## src/rtl/multiword_add_sequencer.sv

```systemverilog
// Streams multi-word add/sub packets through an external 16-bit split-capable adder,
// chaining carries between beats. Define SIGNED_OVF_EN to add the out_ovf port.
module multiword_add_sequencer #(
    parameter int MAX_WORDS = 8,
    localparam int CNT_W = $clog2(MAX_WORDS + 1)
) (
    input  logic        clk,
    input  logic        rst_n,
    input  logic        in_valid,
    output logic        in_ready,
    input  logic [15:0] in_a,
    input  logic [15:0] in_b,
    input  logic        in_last,
    input  logic        in_split,
    input  logic        in_sub,
    output logic [15:0] add_a,
    output logic [15:0] add_b,
    output logic        add_ci,
    output logic        add_split,
    input  logic [15:0] add_s,
    input  logic        add_co,
    output logic        out_valid,
    input  logic        out_ready,
    output logic [15:0] out_s,
    output logic        out_last,
    output logic        out_co,
    output logic        out_err
`ifdef SIGNED_OVF_EN
    ,
    output logic        out_ovf
`endif
);

    typedef enum logic [1:0] {IDLE, CHAIN, DRAIN} state_t;

    localparam logic [CNT_W-1:0] LAST_CNT = CNT_W'(MAX_WORDS - 1);

    state_t           state, state_next;
    logic [CNT_W-1:0] count, count_next;
    logic             carry_q, carry_next;
    logic             split_q, sub_q;
    logic             latch_mode;
    logic             first, accept, truncate, emit;
    logic             split_eff, sub_eff;

    assign first     = (state == IDLE);
    assign in_ready  = (state == DRAIN) | ~out_valid | out_ready;
    assign accept    = in_valid & in_ready;
    assign emit      = accept & (state != DRAIN);
    assign truncate  = (count == LAST_CNT) & ~in_last;

    // Subtraction is meaningless across independent lanes, so split mode forces add.
    assign split_eff = first ? in_split : split_q;
    assign sub_eff   = first ? (in_sub & ~in_split) : sub_q;

    assign add_a     = in_a;
    assign add_b     = in_b ^ {16{sub_eff}};
    assign add_split = split_eff;
    assign add_ci    = (first | split_eff) ? sub_eff : carry_q;

    always_ff @(posedge clk or negedge rst_n) begin
        if (!rst_n) begin
            state   <= IDLE;
            count   <= '0;
            carry_q <= 1'b0;
            split_q <= 1'b0;
            sub_q   <= 1'b0;
        end else begin
            state   <= state_next;
            count   <= count_next;
            carry_q <= carry_next;
            if (latch_mode) begin
                split_q <= in_split;
                sub_q   <= in_sub & ~in_split;
            end
        end
    end

    always_comb begin
        state_next = state;
        count_next = count;
        carry_next = carry_q;
        latch_mode = 1'b0;
        if (accept) begin
            case (state)
                IDLE: begin
                    if (in_last | truncate) begin
                        count_next = '0;
                        carry_next = 1'b0;
                    end else begin
                        state_next = CHAIN;
                        count_next = CNT_W'(1);
                        carry_next = add_co;
                        latch_mode = 1'b1;
                    end
                end
                CHAIN: begin
                    if (in_last) begin
                        state_next = IDLE;
                        count_next = '0;
                        carry_next = 1'b0;
                    end else if (truncate) begin
                        state_next = DRAIN;
                        count_next = '0;
                        carry_next = 1'b0;
                    end else begin
                        count_next = count + CNT_W'(1);
                        carry_next = add_co;
                    end
                end
                DRAIN: begin
                    if (in_last) state_next = IDLE;
                end
                default: state_next = IDLE;
            endcase
        end
    end

    // The output register only advances when a beat is emitted; otherwise it holds until taken.
    always_ff @(posedge clk or negedge rst_n) begin
        if (!rst_n) begin
            out_valid <= 1'b0;
            out_s     <= 16'h0000;
            out_last  <= 1'b0;
            out_co    <= 1'b0;
            out_err   <= 1'b0;
        end else if (emit) begin
            out_valid <= 1'b1;
            out_s     <= add_s;
            out_co    <= add_co;
            out_last  <= in_last | truncate;
            out_err   <= truncate;
        end else if (out_ready) begin
            out_valid <= 1'b0;
        end
    end

`ifdef SIGNED_OVF_EN
    always_ff @(posedge clk or negedge rst_n) begin
        if (!rst_n) begin
            out_ovf <= 1'b0;
        end else if (emit) begin
            out_ovf <= (in_last | truncate) & ~split_eff & (in_a[15] == add_b[15]) &
                       (add_s[15] != in_a[15]);
        end
    end
`endif

endmodule

```

## config.mk

```make
export PLATFORM = sky130hd
export DESIGN_NAME = multiword_add_sequencer
export DESIGN_NICKNAME = d
export VERILOG_FILES = /design/src/rtl/multiword_add_sequencer.sv
export SDC_FILE = /design/constraint.sdc
export NUM_CORES = 1
export LEC_CHECK = 0
export BUFFER_PORTS_ARGS = -buffer_cell sky130_fd_sc_hd__buf_2
export CELL_PAD_IN_SITES_DETAIL_PLACEMENT = 0
export CELL_PAD_IN_SITES_GLOBAL_PLACEMENT = 2
export CORE_ASPECT_RATIO = 0.6
export CORE_MARGIN = 10
export CORE_UTILIZATION = 24
export DETAILED_ROUTE_END_ITERATION = 6
export PLACE_DENSITY_LB_ADDON = 0.1
export REMOVE_ABC_BUFFERS = 1
export SYNTH_ARGS = -nofsm -noshare
export SYNTH_HDL_FRONTEND = slang
export SYNTH_SLANG_ARGS = --single-unit
```

## constraint.sdc

```tcl
create_clock -name clk -period 4.95 [get_ports clk]
set_input_delay 0.495 -clock clk [delete_from_list [all_inputs] [get_ports clk]]
set_output_delay 0.495 -clock clk [all_outputs]
set_load 0.03 [all_outputs]
```

==> results, run 1 <==
- The synthesized netlist occupies a cell area of approximately 1500 sq um.
- Counting along the longest clock path gives a buffer depth of 2.
- Dividing the detail-routed wire length by the instance count gives around 16 um.
- The die is about 80 um tall.
- Global routing consumed, over all layers together, between 8 and 9% of the routing resources.
- The master cell of the clock root buffer is sky130_fd_sc_hd__clkbuf_8.
- The floorplan step set the die width to 123 um.
- The flow ran to the end, and the final reports show no timing, DRC or antenna violations.
- The number of routed nets with antenna violations is 0.
- The count of warnings emitted by yosys is 0.
- The global routing stage identified its most utilized layer as met2.
- In the final layout, the registers with the most flip-flops are out_s x16, count x4, state x2.
- The endpoint kind of the worst setup timing path is a primary output.
- In the routed layout, each cell is associated on average with a via count of 4.29.
- TritonCTS created 5 clock buffers.
- The worst register-to-register path has a depth of 3.
- The number of nets in the final layout is roughly 260.
- The post-cts gate resize count is 0.
- The register bit count reported by yosys is 29.
- At the later pin of the worst-skew pair, clock insertion delay measures 280 ps.
- The number of buffer cells added on primary ports is 78.
- The met2 layer usage reported by global route is about 12%.
- The average instance in the mapped netlist occupies about 11 sq um.
- In this run the tightest slew margin relative to its limit is about a third.
- The total power draw is around 0.9 mW.
- The global-route wire length before repair is 6870 um.
- From synthesis to final layout, the design area changed by 29.5%.
- TritonCTS built the clock tree.
- The worst setup path is launched from a flip-flop.
- Counting the fill cells in the layout gives 650.
- The met3 usage is 5.48%.
- The HPWL after detailed placement is 3620 um.
- The worst setup slack after placement is 2630 ps.
- The path class of the tightest hold or removal check is input pin to async pin.
- The number of antenna violations at the first check in global routing is 0.
- The data required time of the worst path is 4450 ps.
- Summed over all layers, the routed wires come to ~4500 um.
- Global routing finished with a remaining overflow of 0.
- The area taken by flip-flops and latches is approximately 730 sq um.
- The multi-input combinational cells in the finished layout cover a total of between 600 and 700 sq um.
- The last weighted congestion value of the routability-driven placer is around 0.70.
- In this run, the number of DRC markers left after iteration 0 of detailed routing was 40.
- The number of failing hold endpoints at the final stage is 0.
- The H-tree generated during clock tree synthesis spans 2 levels.
- The startpoint identified for the worst register-to-register timing path is state[0].
- After floorplanning, the core was divided into 22 placement rows.
- The synthesized netlist cell count is about 130.
- The worst setup path category is flip-flop to primary output.
- The global routing met1 resource utilization is about 11%.
- Across the run, the number of max-cap violations was 0.
- The first-pass iteration count of the detailed router is 4.
- The distinct cell type count after synthesis is 26.
- The fraction of the yosys area taken by sequential cells is a little under half.
- The slew at the pin with the worst max-slew slack is between 1000 and 1500 ps.
- The tree built by TritonCTS fans out to 29 sinks.
- The core region is between 6000 and 7000 sq um.
- The total negative setup slack is 0 ps.
- The detailed router placed 1217 vias in this run.
- The total setup buffers inserted after CTS is 0.
- The leakage power is between 0.9 and 1 nW.
- The final setup violation count is 0.
- The top achievable clock speed is between 300 and 400 MHz.
- After clock tree synthesis, the clock-pin slew on the worst setup and hold paths is about 70 ps.
- The placed cell area is 1880 sq um.
- The power density relative to cell area is between 400 and 500 nW/um^2.
- The capture instance of the worst register-to-register path is out_s[3].
- Across the VDD grid, the largest voltage drop is approximately 0.15 mV.
- The worst clock skew is just over 3 ps.
- Entering global routing, the biggest net connects 30 pins.
- The register with the most flip-flops in the layout has 16 of them.
- Across all hold checks on the routed design, the worst slack comes to around 250 ps.
- Dividing the final minimum period by the clock period gives a little over half.
- The post-route cell area is between 1500 and 2000 sq um.
- The register-to-register path setup slack is ~2900 ps.
- The full die area is between 10000 and 15000 sq um.
- Ranked by flip-flop count, first place goes to out_s.
- After detailed routing, the number of remaining DRC violations is 0.
- The total I/O pin count is about 110.
- The data arrival time of the critical path is roughly 2100 ps.
- The post-route netlist has a little under three fifths of its cells at a drive strength greater than 1.
- For this configuration, the core starts out at a cell density of between 20 and 25%.
- The count of final max-slew check failures was 0.
- The worst path meets setup with around 2300 ps of slack.
- The worst-path maximum fanout is 17.
- The via count of the first global-routing pass is approximately 1300.
- The number of buffers inserted for hold repair after clock tree synthesis is 0.
- Setup repair after global routing left no endpoint under its margin.
- For the finished layout, the period the worst path requires is about 2600 ps.
- 0 antenna diodes ended up in the layout.
## through the flow
stage / cells / util, %
after floorplan: 114 / -
after global placement: 276 / 30.5
after detailed placement: 276 / 30.5
after CTS: 284 / 32.2
after global routing: 284 / 32.2
final: 284 / 32.2
## area by class of cell
type,count,area share (%)
clock inverter,1,0.252
sequential,29,36.6
clock buffer,7,4.85
multi-input combinational,83,33.0
tap,84,5.30
inverter,2,0.378
timing repair buffer,78,19.7
## placed cells by master, fill, tap and decap left out, types with 2 or more instances in the layout
| cell type | instances |
|---|---|
| sky130_fd_sc_hd__buf_2 | 78 |
| sky130_fd_sc_hd__dfrtp_1 | 29 |
| sky130_fd_sc_hd__mux2_2 | 20 |
| sky130_fd_sc_hd__xnor2_1 | 16 |
| sky130_fd_sc_hd__nand2_1 | 14 |
| sky130_fd_sc_hd__clkbuf_8 | 7 |
| sky130_fd_sc_hd__o21ai_0 | 6 |
| sky130_fd_sc_hd__nand2b_1 | 5 |
| sky130_fd_sc_hd__o31ai_1 | 4 |
| sky130_fd_sc_hd__nor2_1 | 3 |
| sky130_fd_sc_hd__nand3_1 | 2 |
| sky130_fd_sc_hd__nand3b_1 | 2 |
| sky130_fd_sc_hd__inv_1 | 2 |
## layer usage
metal | vias to the layer above | routed length [um] | share of wire [%]
met5 | - | 0 | 0
met1 | 572 | 2050 | 45
li1 | 570 | - | -
met2 | 70 | 1910 | 42
met4 | 0 | 35 | 0.77
met3 | 5 | 542 | 12
## cells by family (layout without fill, tap and decap cells)
kind of cell	count (synthesis)	in the layout	synth area share, %
simple gates	32	32	11.0
xor+xnor	16	16	9.14
mux	21	21	16.2
flops	29	29	47.3
buf+inv	22	88	9.96
compound gates	13	13	5.55
fa+ha+maj	1	1	0.816
## worst max path at each step
stage                   from  slack [ps]  cells past startpoint        end
floorplan           state[0]        2730                      3     add_ci
global placement    state[1]        2700                      4     add_ci
detailed placement  state[1]        2630                      4  add_b[15]
CTS                 state[1]        2310                      4  add_b[15]
global route        state[0]        2160                      4   add_b[0]
finish              state[1]        2350                      4   add_b[4]
## critical path: stages (launching register included)
cell and delay [ps]:
sky130_fd_sc_hd__dfrtp_1 450, sky130_fd_sc_hd__nor2_2 260, sky130_fd_sc_hd__mux2i_4 690, sky130_fd_sc_hd__xnor2_1 190, sky130_fd_sc_hd__buf_2 230
## power breakdown
group          leakage, nW  internal, mW  switching, mW
clock network       0.0542         0.126         0.0929
logic                0.531         0.123          0.238
registers            0.354         0.276         0.0248
total                0.939         0.525          0.356
## synthesized netlist by cell type (all sizes together)
library cell   n  share of area [%]
dfrtp         29                 47
mux2          20                 15
buf           19                9.2
xnor2         16                9.1
nand2         14                3.4
o21ai          6                2.0
nand2b         5                2.0
nor2           4                1.1
o31ai          4                2.0
inv            2               0.49
nand3          2               0.65
nand3b         2               0.98
or3            2                1.1
a2bb2oi        1               0.57
and3b          1               0.82
clkbuf         1               0.24
ha             1               0.82
mux2i          1                1.5
nor2b          1               0.41
nor4           1               0.41
o211ai         1               0.49
o41ai          1               0.57
Note: power is estimated with default switching activity, not from simulation.
==> run 2, diff against run 1 <==
--- a/config.mk
+++ b/config.mk
@@ -10,7 +10,7 @@
 export CELL_PAD_IN_SITES_GLOBAL_PLACEMENT = 2
 export CORE_ASPECT_RATIO = 0.6
 export CORE_MARGIN = 10
-export CORE_UTILIZATION = 24
+export CORE_UTILIZATION = 20
 export DETAILED_ROUTE_END_ITERATION = 6
 export PLACE_DENSITY_LB_ADDON = 0.1
 export REMOVE_ABC_BUFFERS = 1
==> constraint.sdc (replaced) <==
create_clock -name clk -period 2.35 [get_ports clk]
set_input_delay 0.235 -clock clk [delete_from_list [all_inputs] [get_ports clk]]
set_output_delay 0.235 -clock clk [all_outputs]
set_load 0.03 [all_outputs]
==> results, run 2 (synthesized netlist as in run 1, its figures left out) <==
- The register-to-register path setup slack is 590 ps (-2310 ps).
- The data required time of the worst path is 2120 ps (-2330 ps).
- The total setup buffers inserted after CTS was 0 (unchanged).
- The last weighted congestion value of the routability-driven placer was 0.696 (-0.42%).
- The first-pass iteration count of the detailed router is 4 (unchanged).
- The clock input transition at the sequential cells of the worst setup and hold paths is 50 ps (-20 ps).
- The total negative setup slack is 0 ps (unchanged).
- The leakage power is 0.964 nW (+2.6%).
- The final setup violation count is 0 (unchanged).
- Timing would allow up to about 470 MHz.
- The total DRC errors in the routed layout is 0 (unchanged).
- The routed length per instance is 14.9 um (-6.7%).
- The die boundary height is 87.8 um (+7.2%).
- The worst-path maximum fanout is 17 (unchanged).
- The total number of clock tree sinks is 29 (unchanged).
- The initial DRC count is 31 (-23%).
- The vias per cell was 3.88 (-9.5%).
- The width of the chip was 133 um (+8.0%).
- For the finished layout, the period the worst path requires is between 2000 and 2500 ps.
- The number of buffer cells added on primary ports is 78 (unchanged).
- The peak supply drop came to 0.282 mV (+93%).
- The number of buffers inserted for hold repair after clock tree synthesis is 0 (unchanged).
- Setup repair after global routing left no endpoint under its margin.
- The launching element type of the critical path is a flip-flop.
- The row count was 24 (+9.1%).
- The routed length on met3 is 475 um (-12%).
- The core footprint is 7360 sq um (+19%).
- The proportion of layout cells with a drive suffix above 1 is 54.2% (-0.81 points).
- The number of routed nets with antenna violations came to 0 (unchanged).
- The slew at the pin with the worst max-slew slack is 658 ps (-353 ps).
- The count of final max-slew check failures came to 0 (unchanged).
- The global-route wire length before repair is 7090 um (+3.3%).
- The flip-flop count of the largest register, all copies and words added is 16 (unchanged).
- The data arrival time of the critical path is 1870 ps (-240 ps).
- The estimated wirelength of the detail-placed design was 3750 um (+3.5%).
- The full die area is 11700 sq um (+16%).
- The routed metal-1 wire length came to 2070 um (+1.3%).
- The H-tree depth is 2 (unchanged).
- The flow ran to the end, and the final reports show no timing, DRC or antenna violations.
- The diode insertion count for antenna repair came to 0 (unchanged).
- The share of the cycle needed by the critical path after routing is between 80% and 90%.
- The power density relative to cell area was 963 nW/um^2 (+120%).
- The class of the tightest hold or removal check is input pin to async pin.
- The number of antenna violations at the first check in global routing is 0 (unchanged).
- The initial cell density of the core is 20.8% (-4.0 points).
- The routed wire length is 4570 um (+0.86%).
- The global routing usage summed across all routing layers was 7.66% (-1.1 points).
- The maximum number of buffers from clock root to sink came to 2 (unchanged).
- The sum of met2 wire segment lengths after detailed routing was 2000 um (+5.0%).
- The uppermost layer routed is met4.
- The relative slew slack is 56.1% (+24 points).
- The worst setup path is of the flip-flop to primary output kind.
- Relative to the synthesized area, the layout overhead comes to 34.9%.
- The clock insertion delay at the later pin of the skew report is 270 ps (about the same).
- The total I/O pin count is 111 (unchanged).
- The largest registers in the layout are out_s x16, count x4, state x2.
- The pin count of the biggest net entering global routing came to 30 (unchanged).
- The total via count in the routed design is 1191 (-2.1%).
- The CTS buffer count is 5 (unchanged).
- The number of fill cells is 800 (+23%).
- In the layout the commonest cells are sky130_fd_sc_hd__buf_2 (78), sky130_fd_sc_hd__dfrtp_1 (29), sky130_fd_sc_hd__mux2_2 (20).
- The post-cts gate resize count is 0 (unchanged).
- The largest register by flop count is out_s.
- The total power draw is 1.99 mW (+130%).
- The worst clock skew is 5.28 ps (+2.25 ps).
- The overall overflow remaining after global route is 0 (unchanged).
- The most frequent standard cell in the layout excluding fill and tap cells is sky130_fd_sc_hd__buf_2.
- The number of nets in the final layout is 259 (+1.2%).
- The via count of the first global-routing pass came to 1313 (+2.1%).
- The max-cap violation count is 0 (unchanged).
- The number of failing hold endpoints at the final stage is 0 (unchanged).
- TritonCTS built the clock tree.
- The master cell of the clock root buffer is sky130_fd_sc_hd__clkbuf_16.
- STA classifies the critical path endpoint as a primary output.
==> run 2: power breakdown <==
| group | total, mW | switching [mW] | internal (mW) |
|---|---|---|---|
| logic | 0.774 | 0.506 | 0.268 |
| registers | 0.634 | 0.0501 | 0.584 |
| clock network | 0.582 | 0.191 | 0.391 |
==> run 2: worst paths after layout <==
kind | from | to | cells after the start
worst min-delay path | rst_n | out_s[12] | 1
min in group clk | add_s[12] | out_s[12] | 2
max in group asynchronous | rst_n | out_s[6] | 1
worst max register to register | count[0] | split_q | 4
worst max-delay path | state[0] | add_b[10] | 5
worst min register to register | out_err | out_err | 2
==> run 2: per-layer routing <==
layer / vias up / track usage [%]
met5: - / 0
met1: 542 / 9.43
met2: 70 / 11.3
met3: 2 / 4.69
li1: 577 / -
met4: 0 / 1.49
==> run 2: worst max-delay path, cell delays in order (launching register included) <==
cell                      delay (ps)
sky130_fd_sc_hd__dfrtp_1         450
sky130_fd_sc_hd__nor2_2          230
sky130_fd_sc_hd__mux2i_4         250
sky130_fd_sc_hd__buf_4           280
sky130_fd_sc_hd__xnor2_1         160
sky130_fd_sc_hd__buf_2           220
==> run 2: layout make-up <==
cell class,instances,area [sq um],share of cell area (%)
flip-flops and latches,29,726,35.1
multi-input cells,83,654,31.7
repair buffers,81,413,20.0
clock buffers,8,136,6.60
well taps,104,130,6.30
inverters,2,7.51,0.363
==> run 2: through the flow <==
step	cell area, sq um	util (%)	instances	hold WS [ps]	setup WS [ps]
finish	2070	28.1	307	1.80	241
global route	2070	28.1	307	59.3	115
CTS	2070	28.1	307	32.9	191
detailed placement	1930	26.2	299	319	475
global placement	1930	26.2	299	307	535
floorplan	1390	-	114	-60.6	395
